`config.mk`:
```
export PLATFORM = sky130hd
export DESIGN_NAME = text_scene_typewriter
export DESIGN_NICKNAME = d
export VERILOG_FILES = /design/src/rtl/text_scene_typewriter.sv
export SDC_FILE = /design/constraint.sdc
export NUM_CORES = 1
export LEC_CHECK = 0
export CORE_MARGIN = 1
export CORE_UTILIZATION = 43
export CTS_CLUSTER_SIZE = 20
export DETAILED_ROUTE_END_ITERATION = 16
export PLACE_DENSITY = 0.68
export REMOVE_ABC_BUFFERS = 1
export SETUP_SLACK_MARGIN = 0.5
export SLEW_MARGIN = 10
export SYNTH_ARGS = -nofsm -noshare
export SYNTH_HDL_FRONTEND = slang
export SYNTH_SLANG_ARGS = --single-unit
```
`constraint.sdc`:
```
create_clock -name clk -period 54.2 [get_ports clk]
set_input_delay 8.13 -clock clk [delete_from_list [all_inputs] [get_ports clk]]
set_output_delay 8.13 -clock clk [all_outputs]
set_load 0.05 [all_outputs]
```
`src/rtl/text_scene_typewriter.sv`:
```
// Typewriter-style text scene: reveals N_LINES x MAX_CHARS glyph slots one at a time
// from the alphabet ROM, then optionally blinks the last line.
//
// state  | meaning
// IDLE   | nothing revealed, text blanked
// REVEAL | slots appearing one per REVEAL_DIV cycles
// SHOWN  | all slots visible, last line may blink
module text_scene_typewriter #(
  parameter int           N_LINES    = 3,
  parameter int           MAX_CHARS  = 10,
  parameter int           GLYPH_W    = 15,
  parameter int           GLYPH_H    = 30,
  parameter int           IMG_W      = 405,
  parameter int           REVEAL_DIV = 5_000_000,
  parameter bit           BLINK_EN   = 1'b1,
  parameter int           BLINK_DIV  = 12_500_000,
  parameter logic [11:0]  BG_COLOR   = 12'hfff
) (
  input  logic                           clk,
  input  logic                           rst,
  input  logic                           start,
  input  logic [9:0]                     h_cnt,
  input  logic [9:0]                     v_cnt,
  input  logic [N_LINES*MAX_CHARS*5-1:0] line_chars,
  input  logic [N_LINES*10-1:0]          line_h_start,
  input  logic [N_LINES*10-1:0]          line_v_start,
  input  logic [11:0]                    alpha_mem_vga_data,
  output logic [11:0]                    vga_data,
  output logic [16:0]                    pixel_addr,
  output logic                           busy,
  output logic                           done
);

  localparam int TOTAL = N_LINES * MAX_CHARS;
  localparam int DW    = (REVEAL_DIV > 1) ? $clog2(REVEAL_DIV) : 1;
  localparam int BW    = (BLINK_DIV > 1) ? $clog2(BLINK_DIV) : 1;

  localparam logic [DW-1:0] DIV_LAST   = DW'(REVEAL_DIV - 1);
  localparam logic [BW-1:0] BLINK_LAST = BW'(BLINK_DIV - 1);
  localparam logic [7:0]    TOTAL_8    = 8'(TOTAL);
  localparam logic [10:0]   SPAN_X     = 11'(MAX_CHARS * GLYPH_W);
  localparam logic [10:0]   SPAN_Y     = 11'(GLYPH_H);
  localparam logic [2:0]    LAST_LINE  = 3'(N_LINES - 1);

  typedef enum logic [1:0] {IDLE, REVEAL, SHOWN} state_t;

  state_t        state, state_n;
  logic [7:0]    revealed, revealed_n;
  logic [DW-1:0] div_cnt, div_cnt_n;
  logic [BW-1:0] blink_cnt, blink_cnt_n;
  logic          blink_on, blink_on_n;

  always_ff @(posedge clk) begin
    if (rst) begin
      state     <= IDLE;
      revealed  <= '0;
      div_cnt   <= '0;
      blink_cnt <= '0;
      blink_on  <= 1'b1;
    end else begin
      state     <= state_n;
      revealed  <= revealed_n;
      div_cnt   <= div_cnt_n;
      blink_cnt <= blink_cnt_n;
      blink_on  <= blink_on_n;
    end
  end

  always_comb begin
    state_n     = state;
    revealed_n  = revealed;
    div_cnt_n   = div_cnt;
    blink_cnt_n = blink_cnt;
    blink_on_n  = blink_on;
    if (start) begin
      // start overrides any pending increment, including the final one
      revealed_n  = 8'd1;
      div_cnt_n   = '0;
      blink_cnt_n = '0;
      blink_on_n  = 1'b1;
      state_n     = (TOTAL == 1) ? SHOWN : REVEAL;
    end else begin
      case (state)
        REVEAL: begin
          if (div_cnt == DIV_LAST) begin
            div_cnt_n  = '0;
            revealed_n = revealed + 8'd1;
            if (revealed + 8'd1 == TOTAL_8) state_n = SHOWN;
          end else begin
            div_cnt_n = div_cnt + 1'b1;
          end
        end
        SHOWN: begin
          if (BLINK_EN) begin
            if (blink_cnt == BLINK_LAST) begin
              blink_cnt_n = '0;
              blink_on_n  = ~blink_on;
            end else begin
              blink_cnt_n = blink_cnt + 1'b1;
            end
          end
        end
        default: ;
      endcase
    end
  end

  assign busy = (state == REVEAL);
  assign done = (state == SHOWN);

  logic        hit;
  logic [2:0]  hit_line;
  logic [10:0] rel_x, rel_y, dx;
  logic [4:0]  slot_c;
  logic [7:0]  slot_idx;
  logic [4:0]  code;
  logic        visible;

  // Line hit test at 11 bits so a line near the right edge never wraps.
  always_comb begin
    hit      = 1'b0;
    hit_line = '0;
    rel_x    = '0;
    rel_y    = '0;
    for (int l = 0; l < N_LINES; l++) begin
      if (!hit &&
          ({1'b0, h_cnt} >= {1'b0, line_h_start[l*10 +: 10]}) &&
          ({1'b0, h_cnt} <  {1'b0, line_h_start[l*10 +: 10]} + SPAN_X) &&
          ({1'b0, v_cnt} >= {1'b0, line_v_start[l*10 +: 10]}) &&
          ({1'b0, v_cnt} <  {1'b0, line_v_start[l*10 +: 10]} + SPAN_Y)) begin
        hit      = 1'b1;
        hit_line = 3'(l);
        rel_x    = {1'b0, h_cnt} - {1'b0, line_h_start[l*10 +: 10]};
        rel_y    = {1'b0, v_cnt} - {1'b0, line_v_start[l*10 +: 10]};
      end
    end
  end

  // Slot column by comparator chain instead of a divider.
  always_comb begin
    slot_c = '0;
    dx     = rel_x;
    for (int k = 1; k < MAX_CHARS; k++) begin
      if (rel_x >= 11'(k * GLYPH_W)) begin
        slot_c = 5'(k);
        dx     = rel_x - 11'(k * GLYPH_W);
      end
    end
  end

  assign slot_idx = 8'(hit_line) * 8'(MAX_CHARS) + 8'(slot_c);

  always_comb begin
    code = '0;
    for (int s = 0; s < TOTAL; s++) begin
      if (slot_idx == 8'(s)) code = line_chars[s*5 +: 5];
    end
  end

  assign visible = hit && (slot_idx < revealed) && (code != 5'd0) &&
                   !((hit_line == LAST_LINE) && !blink_on);

  always_comb begin
    pixel_addr = '0;
    vga_data   = BG_COLOR;
    if (visible) begin
      pixel_addr = 17'(rel_y) * 17'(IMG_W) + 17'(code) * 17'(GLYPH_W) + 17'(dx);
      vga_data   = alpha_mem_vga_data;
    end
  end

endmodule

```
== Yosys cells after proc, flatten, opt, wreduce, memory -nomap -nowiden ==
Index checks and enable logic that the tools add are counted.
W data, S select, Z words.
Storage, ports and cells
  output and inout bits: 31
  register bits after elaboration: 58
  word-level logic and storage cells: 195
  bits of input ports: 245
Operators by class
  eq/ne operators: 35
  mux-type cells: 70
  add/subtract/negate cells: 27
  multiply operators: 3
  magnitude comparators: 22
  bitwise gates (word level): 1
  reduce and logical (&&, ||, !) cells: 30
Operators by type and width (number)
  $mux W5: 38
  $mux W11: 15
  $eq A8 B5 Y1 const B: 15
  $lt A10 B11 Y1: 6
  $sub A10 B10 Y11: 6
  $eq A8 B4 Y1 const B: 8
  $ge A10 B10 Y1: 6
  $ge A11 B7 Y1 const B: 4
  $sub A11 B7 Y11 const B: 4
  $add A10 B5 Y11 const B: 3
  $add A10 B8 Y11 const B: 3
  $eq A8 B3 Y1 const B: 4
  $add A24 B1 Y24 const B: 1
  $eq A24 B24 Y1 const B: 1
  $mux W24: 1
  $add A23 B1 Y23 const B: 1
  $eq A23 B23 Y1 const B: 1
  $mux W23: 1
  $ge A11 B6 Y1 const B: 2
  $sub A11 B6 Y11 const B: 2
  $add A17 B11 Y17: 1
  $add A17 B9 Y17: 1
  $mul A11 B9 Y17 const B: 1
  $mux W17: 1
  other kinds (28): 62

== Logic depth before layout (Yosys ltp) ==
Gate-level depths: netlist of run 1.
  depth after elaboration: 64
  mapped depth: 66
  gate-level depth less buffers: 63

== Least setup slack after synthesis of run 1 ==
Ideal clock, no wire load.
  path kind: in2out
  start point: input line_v_start[1]
  end point: output pixel_addr[15]
  arrival time: 22.149 ns
  data required time: 46.070 ns
  stages on the path: 56
  slack: 23.921 ns
  path buffers: 4
  cells stage by stage: inv_1 > ha_1 > nand2_1 > nand3_1 > xnor2_1 > ha_1 > and4_1 > a211o_1 > o31ai_1 > and4_1 > clkbuf_1 > clkbuf_1 > a21oi_1 > a31oi_1 > inv_1 > ha_1 > and2_1 > or2_2 > (+20 left out) > fa_1 > inv_1 > ha_1 > o21ai_0 > a21oi_1 > o21ai_0 > a21oi_1 > o21ai_0 > a21boi_0 > o21ai_0 > nand2b_1 > and2_1 > o21a_1 > o21ai_0 > nand2b_1 > a21oi_1 > xor2_1 > nor4_1
On the way
  longest elaborated chain between the ends: 62
  elaborated cells on any way between the ends: 138
  classes of those cells: 14 x add/sub; 3 x mul; 12 x order compare; 30 x eq/ne; 60 x mux; 19 x reduce/logical
RTL lines
  from (decl): RTL line 26  | input logic [N_LINES*10-1:0] line_v_start,
  $add A10 B5 Y11 or $ge A10 B10 Y1 (tied branches): RTL line 130, 129
  $lt A10 B11 Y1 or $logic_and A1 B1 Y1 (tied branches): RTL line 130, 128
  $logic_and A1 B1 Y1: RTL line 129  | ({1'b0, v_cnt} >= {1'b0, line_v_start[l*10 +: 10]}) &&
  $mux W1: RTL line 126  | if (!hit &&
  $logic_not A1 Y1: RTL line 126
  $logic_and A1 B1 Y1: RTL line 126
  $logic_and A1 B1 Y1: RTL line 127  | ({1'b0, h_cnt} >= {1'b0, line_h_start[l*10 +: 10]}) &&
  $logic_and A1 B1 Y1: RTL line 128  | ({1'b0, h_cnt} < {1'b0, line_h_start[l*10 +: 10]} + SPAN_X) &&
  (+10 left out)
  $mux W5 (8 in series): RTL line 144  | if (rel_x >= 11'(k * GLYPH_W)) begin
  $add A7 B5 Y8: RTL line 151  | assign slot_idx = 8'(hit_line) * 8'(MAX_CHARS) + 8'(slot_c);
  $logic_not A8 Y1: RTL line 156  | if (slot_idx == 8'(s)) code = line_chars[s*5 +: 5];
  $mux W5 (30 in series): RTL line 156
  $mul A5 B4 Y9 or $reduce_bool A5 Y1 (tied branches): RTL line 167, 160
  $add A17 B9 Y17 or $logic_and A1 B1 Y1 (tied branches): RTL line 167, 160
  $add A17 B11 Y17 or $logic_and A1 B1 Y1 (tied branches): RTL line 167, 160
  $mux W17 *: RTL line 166  | if (visible) begin
  to (decl): RTL line 29  | output logic [16:0] pixel_addr,
Every way passes the cells marked *; elsewhere a longest branch is shown, timed or not.

== Worst setup path in the final report of run 1 ==
  start point: input line_v_start[3]
  end point: output pixel_addr[15]
Same word-level chain as after synthesis.

==> impl_metrics.py, run 1 <==
metrics = {
    "run_status": {
        "status": "finished clean",
    },
    "placement": {
        "portBuffers": 275,
        "place_hpwl_mm": 37.1,
        "gp_congestion": 0.962,
    },
    "timing": {
        "rsz0062_at_grt": "false",
        "fin_crit_sh": 0.597,
        "final.setup.tns_ns": 0,
        "finalHoldViolCount": 0,
        "finalCriticalPeriod_ns": 32.35,
        "finalSetupViolations": 0,
        "relSlewSlack": 0.277,
        "max_slew.worst_pin.slew_ns": 1.07,
        "final-max-slew-violation-count": 0,
        "max_freq_ghz": 0.0309,
        "fin_skew_ns": 0.00488,
    },
    "logic_synthesis": {
        "synth-main-ff-cell": "dfxtp_1",
        "syn_inst": 1944,
        "synth_edf_count": 0,
        "synth.top_cell.area_share": 0.198,
        "avgSynthCellArea_sq_um": 7.36,
        "synth_area_sq_um": 14300,
        "seq_area_frac_synth": 0.0811,
        "synth_area_leader_cell": "ha_1",
        "synth_cell_types": 83,
        "ys_top_cells_by_area": "ha_1, dfxtp_1, fa_1, xnor2_1, inv_1",
        "async_flop_share": 0,
        "synth_seq_cells": 58,
        "ys_warn_count": 0,
    },
    "setup_path": {
        "worst-path-max-fanout": 20,
        "slowest_delay_ns": 0.85,
        "r2r-start": "state[0]$_SDFFE_PP0P_",
        "crit_family": "adder cells",
        "startpoint_type": "primary input",
        "critPathRequiredTime_ns": 46.07,
        "crit_arrival_ns": 24.22,
        "r2r-end": "div_cnt[20]$_SDFFE_PP0P_",
        "crit_top_cell": "fa_1",
        "crit_type": "in2out",
        "crit_path_end_kind": "output port",
        "rrSetupSlack_ns": 51.28,
        "critPathSlowestCell": "clkdlybuf4s50_1",
        "rr_worst_depth": 6,
        "cp_num_buf_inv": 8,
        "cp.depth": 55,
    },
    "clock_network": {
        "hold_buffers": 0,
        "clk_latency_ns": 0.32,
        "tritoncts": "built",
        "post_cts_buffers": 0,
        "cts.sinks": 58,
        "htreeDepth": 3,
        "cts_buffers": 9,
        "cts_resized": 0,
        "cts_root_buf": "clkbuf_16",
        "cts_max_path_buffers": 2,
        "clk_pin_slew_worst_paths_ns": 0.05,
    },
    "detailed_routing": {
        "vias": 15070,
        "drc": 0,
        "first_pass_iters": 6,
        "wl_per_cell_um": 17.3,
        "initialDrtViolationCount": 1225,
        "vias_per_cell": 5.77,
        "wirelength_mm": 45.2,
        "postRouteAntennaNets": 0,
    },
    "die": {
        "dieArea_sq_um": 34000,
        "die_h_um": 184,
        "initial_core_util": 0.439,
        "core_sq_um": 32600,
        "num_rows": 66,
        "io_pins": 276,
        "die_w_um": 184,
    },
    "min_path": {
        "min_to": "state[1]$_SDFFE_PP0P_",
        "worstHoldPathCells": 2,
        "worst_hold_path_type": "reg2reg",
        "hp-start": "state[1]$_SDFFE_PP0P_",
    },
    "global_routing": {
        "grt_pass1_wl_mm": 72.7,
        "grt_pass1_vias": 14607,
        "gr-total-overflow": 0,
        "grt_max_degree": 55,
        "antenna_found_initial": 0,
        "grtUsageTotal": 0.262,
    },
    "cells_and_area": {
        "nets": 2693,
        "n_antenna_cell": 0,
        "drive_above_1_share": 0.0285,
        "area_growth_syn_to_layout_pct": 23.5,
    },
    "run": {
        "max_cap_violations": 0,
    },
}
==> state kept, by name (all words and copies together), names as in the netlist <==
signal and cells:
blink_cnt 24, div_cnt 23, revealed 8, state 2, blink_on 1
==> routing by layer <==
layer	track usage	vias to the layer above	wire length [um]
met2	0.456	490	21400
met3	0.0229	65	2530
met4	0.0573	0	867
li1	-	7446	-
met1	0.349	7069	20400
met5	0	-	0
==> worst register-to-register path, stage by stage, from the launching register on <==
cell     delay (ns)
dfxtp_1        0.34
nor2b_1        0.40
and3_1         0.24
nand4_1        0.34
or4_1          0.75
nand2_1        0.60
nor2_1         0.12
==> worst max-delay path by stage <==
stage                startpoint              to  slack [ns]
2_1_floorplan  line_h_start[11]  pixel_addr[15]       23.83
3_3_place_gp    line_v_start[1]  pixel_addr[15]       22.43
3_5_place_dp    line_v_start[1]  pixel_addr[15]       22.03
4_1_cts         line_v_start[1]  pixel_addr[15]       22.01
5_1_grt         line_v_start[4]  pixel_addr[15]       20.67
6_report        line_v_start[3]  pixel_addr[15]       21.85
==> per-stage QoR <==
stage          instance area, sq um  setup slack [ns]   util  hold WS, ns  instances
6_report                      17700             21.85  0.542        0.482       2614
5_1_grt                       17700             20.67  0.542        0.518       2614
4_1_cts                       17700             22.01  0.542        0.483       2614
3_5_place_dp                  17400             22.03  0.534        0.470       2599
3_3_place_gp                  17400             22.43  0.534        0.460       2599
2_1_floorplan                 14000             23.83      -        0.447       1872
==> synthesized netlist by cell type (6+ instances only) <==
master      n
a221o_1     7
xnor2_1    98
nand3_1    71
nor4b_1     6
a22o_1      6
nor2b_1    17
o21a_1     25
xor2_1     55
a221oi_1   10
mux2i_1    17
inv_1     203
a211o_1    10
o311ai_0    7
nor2_1    170
nor3_1     46
a211oi_1   21
fa_1       53
nor4_1     25
and3_1     21
o22ai_1    18
clkbuf_1   47
a32oi_1     7
nand2_1   141
buf_2      13
ha_1      227
dfxtp_1    58
o21bai_1   13
a21o_1     47
o211ai_1   14
nand4_1    22
a31oi_1    33
o31ai_1     9
nand2b_1   17
o221ai_1    8
or2_2       8
or3_1      16
a21oi_1   129
a22oi_1    14
o21ai_0   112
and2_1     11
or4_1      15
==> layout by cell type (no fill, tap or decap), types with 13 or more instances in the layout <==
master,n
a22oi_1,14
and3_1,21
fa_1,53
or3_1,16
a211oi_1,20
ha_1,226
nor4_1,25
nand2_1,140
o22ai_1,18
mux2i_1,17
a21oi_1,129
nand4_1,22
or4_1,15
nand3_1,71
nor2_1,170
o21bai_1,13
nor3_1,46
o21ai_0,112
a31oi_1,33
xnor2_1,98
o21a_1,25
nor2b_1,16
dfxtp_1,58
o211ai_1,14
nand2b_1,17
clkdlybuf4s50_1,275
xor2_1,55
inv_1,203
a21o_1,47
==> area by class of cell <==
class | count | area (sq um)
Multi-Input combinational cell | 1607 | 12100
Clock inverter | 3 | 15.0
Tap cell | 442 | 553
Inverter | 207 | 777
Clock buffer | 12 | 256
Fill cell | 3154 | 14900
Sequential cell | 58 | 1160
Timing Repair Buffer | 285 | 2830
==> cell families after synthesis <==
logic type                 share of synthesized area
AOI/OAI and AO/OA                              0.254
xor gates and xnor gates                      0.0936
adders and majority gates                      0.272
buffers and inverters                         0.0766
DFF                                           0.0811
muxes                                         0.0174
and+or+nand+nor                                0.204
Power of run 1 is not shown: default switching activity piles up to over one toggle a cycle in this logic, so the estimate is an artifact.
==> run 2: changes to the inputs <==
clock period = 31.6 ns   (was 54.2 ns; I/O delays follow)
==> run 2 against run 1 <==
  * Largest cell class unchanged
  * Clock skew is 0.00091 ns lower
  * Non-clock buffer count did not move
  * Register-to-register slack worse by 23 ns
  * Critical endpoint unchanged
  * Die area did not move
  * Hold slack improved by 0.011 ns
  * Cell count is the same
  * Critical path depth rose by 2
  * Worst setup slack lost 16 ns
  * Flip-flop and latch count stayed put
==> impl_metrics.py, run 2 (synthesis gave the netlist of run 1 again) <==
metrics = {
    "detailed_routing": {
        "postRouteAntennaNets": 0,
        "wl_per_cell_um": 17.3,
        "vias": 15047,
        "top_layer_used": "met4",
        "met3_length_mm": 2.57,
        "wirelength_mm": 45.3,
        "vias_per_cell": 5.76,
        "drc": 0,
        "initialDrtViolationCount": 1142,
        "wirelength_met1_mm": 20.5,
        "first_pass_iters": 5,
        "dr_wl_met2_mm": 21.3,
    },
    "setup_path": {
        "critPathSlowestCell": "clkdlybuf4s50_1",
        "startpoint_type": "primary input",
        "crit_start": "line_v_start[3]",
        "crit_path_end_kind": "output port",
        "critPathRequiredTime_ns": 26.86,
        "r2r-end": "div_cnt[4]$_SDFFE_PP0P_",
        "rrSetupSlack_ns": 28.67,
        "slowest_delay_ns": 0.85,
        "crit_top_cell": "inv_1",
        "crit_type": "in2out",
        "rr_worst_depth": 6,
        "crit_end": "pixel_addr[15]",
        "worst-path-max-fanout": 20,
        "crit_arrival_ns": 20.68,
        "r2r-start": "state[0]$_SDFFE_PP0P_",
    },
    "cells_and_area": {
        "drive_above_1_share": 0.0285,
        "fin_util": 0.542,
        "reg_top3": "blink_cnt: 24 flops, div_cnt: 23 flops, revealed: 8 flops",
        "largest_register_ffs": 24,
        "n_antenna_cell": 0,
        "area_growth_syn_to_layout_pct": 23.5,
        "top_register": "blink_cnt",
        "nFillCells": 3084,
        "final_common_cell": "clkdlybuf4s50_1",
        "nets": 2693,
        "layout_common_cells": "clkdlybuf4s50_1, ha_1, inv_1, nor2_1, nand2_1",
    },
    "clock_network": {
        "hold_buffers": 0,
        "cts_buffers": 9,
        "cts.sinks": 58,
        "htreeDepth": 3,
        "cts_root_buf": "clkbuf_16",
        "clk_pin_slew_worst_paths_ns": 0.05,
        "cts_resized": 0,
        "post_cts_buffers": 0,
        "tritoncts": "built",
        "cts_max_path_buffers": 2,
        "clk_latency_ns": 0.32,
    },
    "die": {
        "die_h_um": 184,
        "io_pins": 276,
        "dieArea_sq_um": 34000,
        "core_sq_um": 32600,
        "num_rows": 66,
        "die_w_um": 184,
        "initial_core_util": 0.439,
    },
    "global_routing": {
        "grt_pass1_wl_mm": 72.7,
        "grt_max_degree": 55,
        "grtUsageTotal": 0.262,
        "gr-total-overflow": 0,
        "grt_pass1_vias": 14524,
        "antenna_found_initial": 0,
    },
    "timing": {
        "max_freq_ghz": 0.0393,
        "finalHoldViolCount": 0,
        "relSlewSlack": 0.240,
        "final-max-slew-violation-count": 0,
        "fin_crit_sh": 0.804,
        "final.setup.tns_ns": 0,
        "fin_skew_ns": 0.00397,
        "finalSetupViolations": 0,
        "rsz0062_at_grt": "false",
        "fin_ws_ns": 6.18,
        "max_slew.worst_pin.slew_ns": 1.13,
        "finalCriticalPeriod_ns": 25.42,
        "hold_slack_ns": 0.494,
    },
    "min_path": {
        "worst_hold_path_type": "reg2reg",
    },
    "run_status": {
        "status": "finished clean",
    },
    "placement": {
        "gp_congestion": 0.963,
        "portBuffers": 275,
        "place_hpwl_mm": 37.0,
        "pre_cts_slack_ns": 6.35,
    },
    "run": {
        "max_cap_violations": 0,
    },
}
==> run 2: cell counts in the layout (fill, tap and decap cells not counted) <==
No cell type changed its count.
==> run 2: layer usage <==
metal / vias up / GRT usage
met5: - / 0
met1: 7075 / 0.350
met4: 0 / 0.0643
met2: 483 / 0.449
met3: 57 / 0.0273
li1: 7432 / -
==> run 2: area by class of cell <==
cell class	count	area (sq um)	share of cell area
clock buffer	12	256	0.0145
tap	442	553	0.0313
sequential	58	1160	0.0657
multi-input combinational	1607	12100	0.684
clock inverter	3	15.0	0.000849
inverter	207	777	0.0439
timing repair buffer	285	2830	0.160
==> run 2: worst max-delay path, delay by kind of cell <==
kind | cells | cell delay (ns)
AO/OA/AOI/OAI | 22 | 5.37
adder cells (fa/ha/maj) | 11 | 4.55
buffers and inverters | 12 | 2.88
AND/OR/NAND/NOR | 9 | 2.79
XOR/XNOR | 2 | 0.24
multiplexers | 1 | 0.09
==> run 2: worst min path at each step <==
stage	startpoint	end	slack, ns	cells past startpoint
floorplan	state[1]$_SDFFE_PP0P_	state[1]$_SDFFE_PP0P_	0.45	2
global placement	state[1]$_SDFFE_PP0P_	state[1]$_SDFFE_PP0P_	0.46	2
detailed placement	state[1]$_SDFFE_PP0P_	state[1]$_SDFFE_PP0P_	0.48	2
CTS	blink_cnt[21]$_SDFFE_PP0P_	blink_cnt[21]$_SDFFE_PP0P_	0.49	2
global route	blink_cnt[21]$_SDFFE_PP0P_	blink_cnt[21]$_SDFFE_PP0P_	0.52	2
finish	state[1]$_SDFFE_PP0P_	state[1]$_SDFFE_PP0P_	0.49	2
==> run 2: stage by stage <==
| step | instance area [sq um] | instances |
|---|---|---|
| after floorplan | 14000 | 1872 |
| after detailed placement | 17400 | 2599 |
| after global placement | 17400 | 2599 |
| after global routing | 17700 | 2614 |
| after CTS | 17700 | 2614 |
| final | 17700 | 2614 |
Power of run 2 is left out for the same reason.
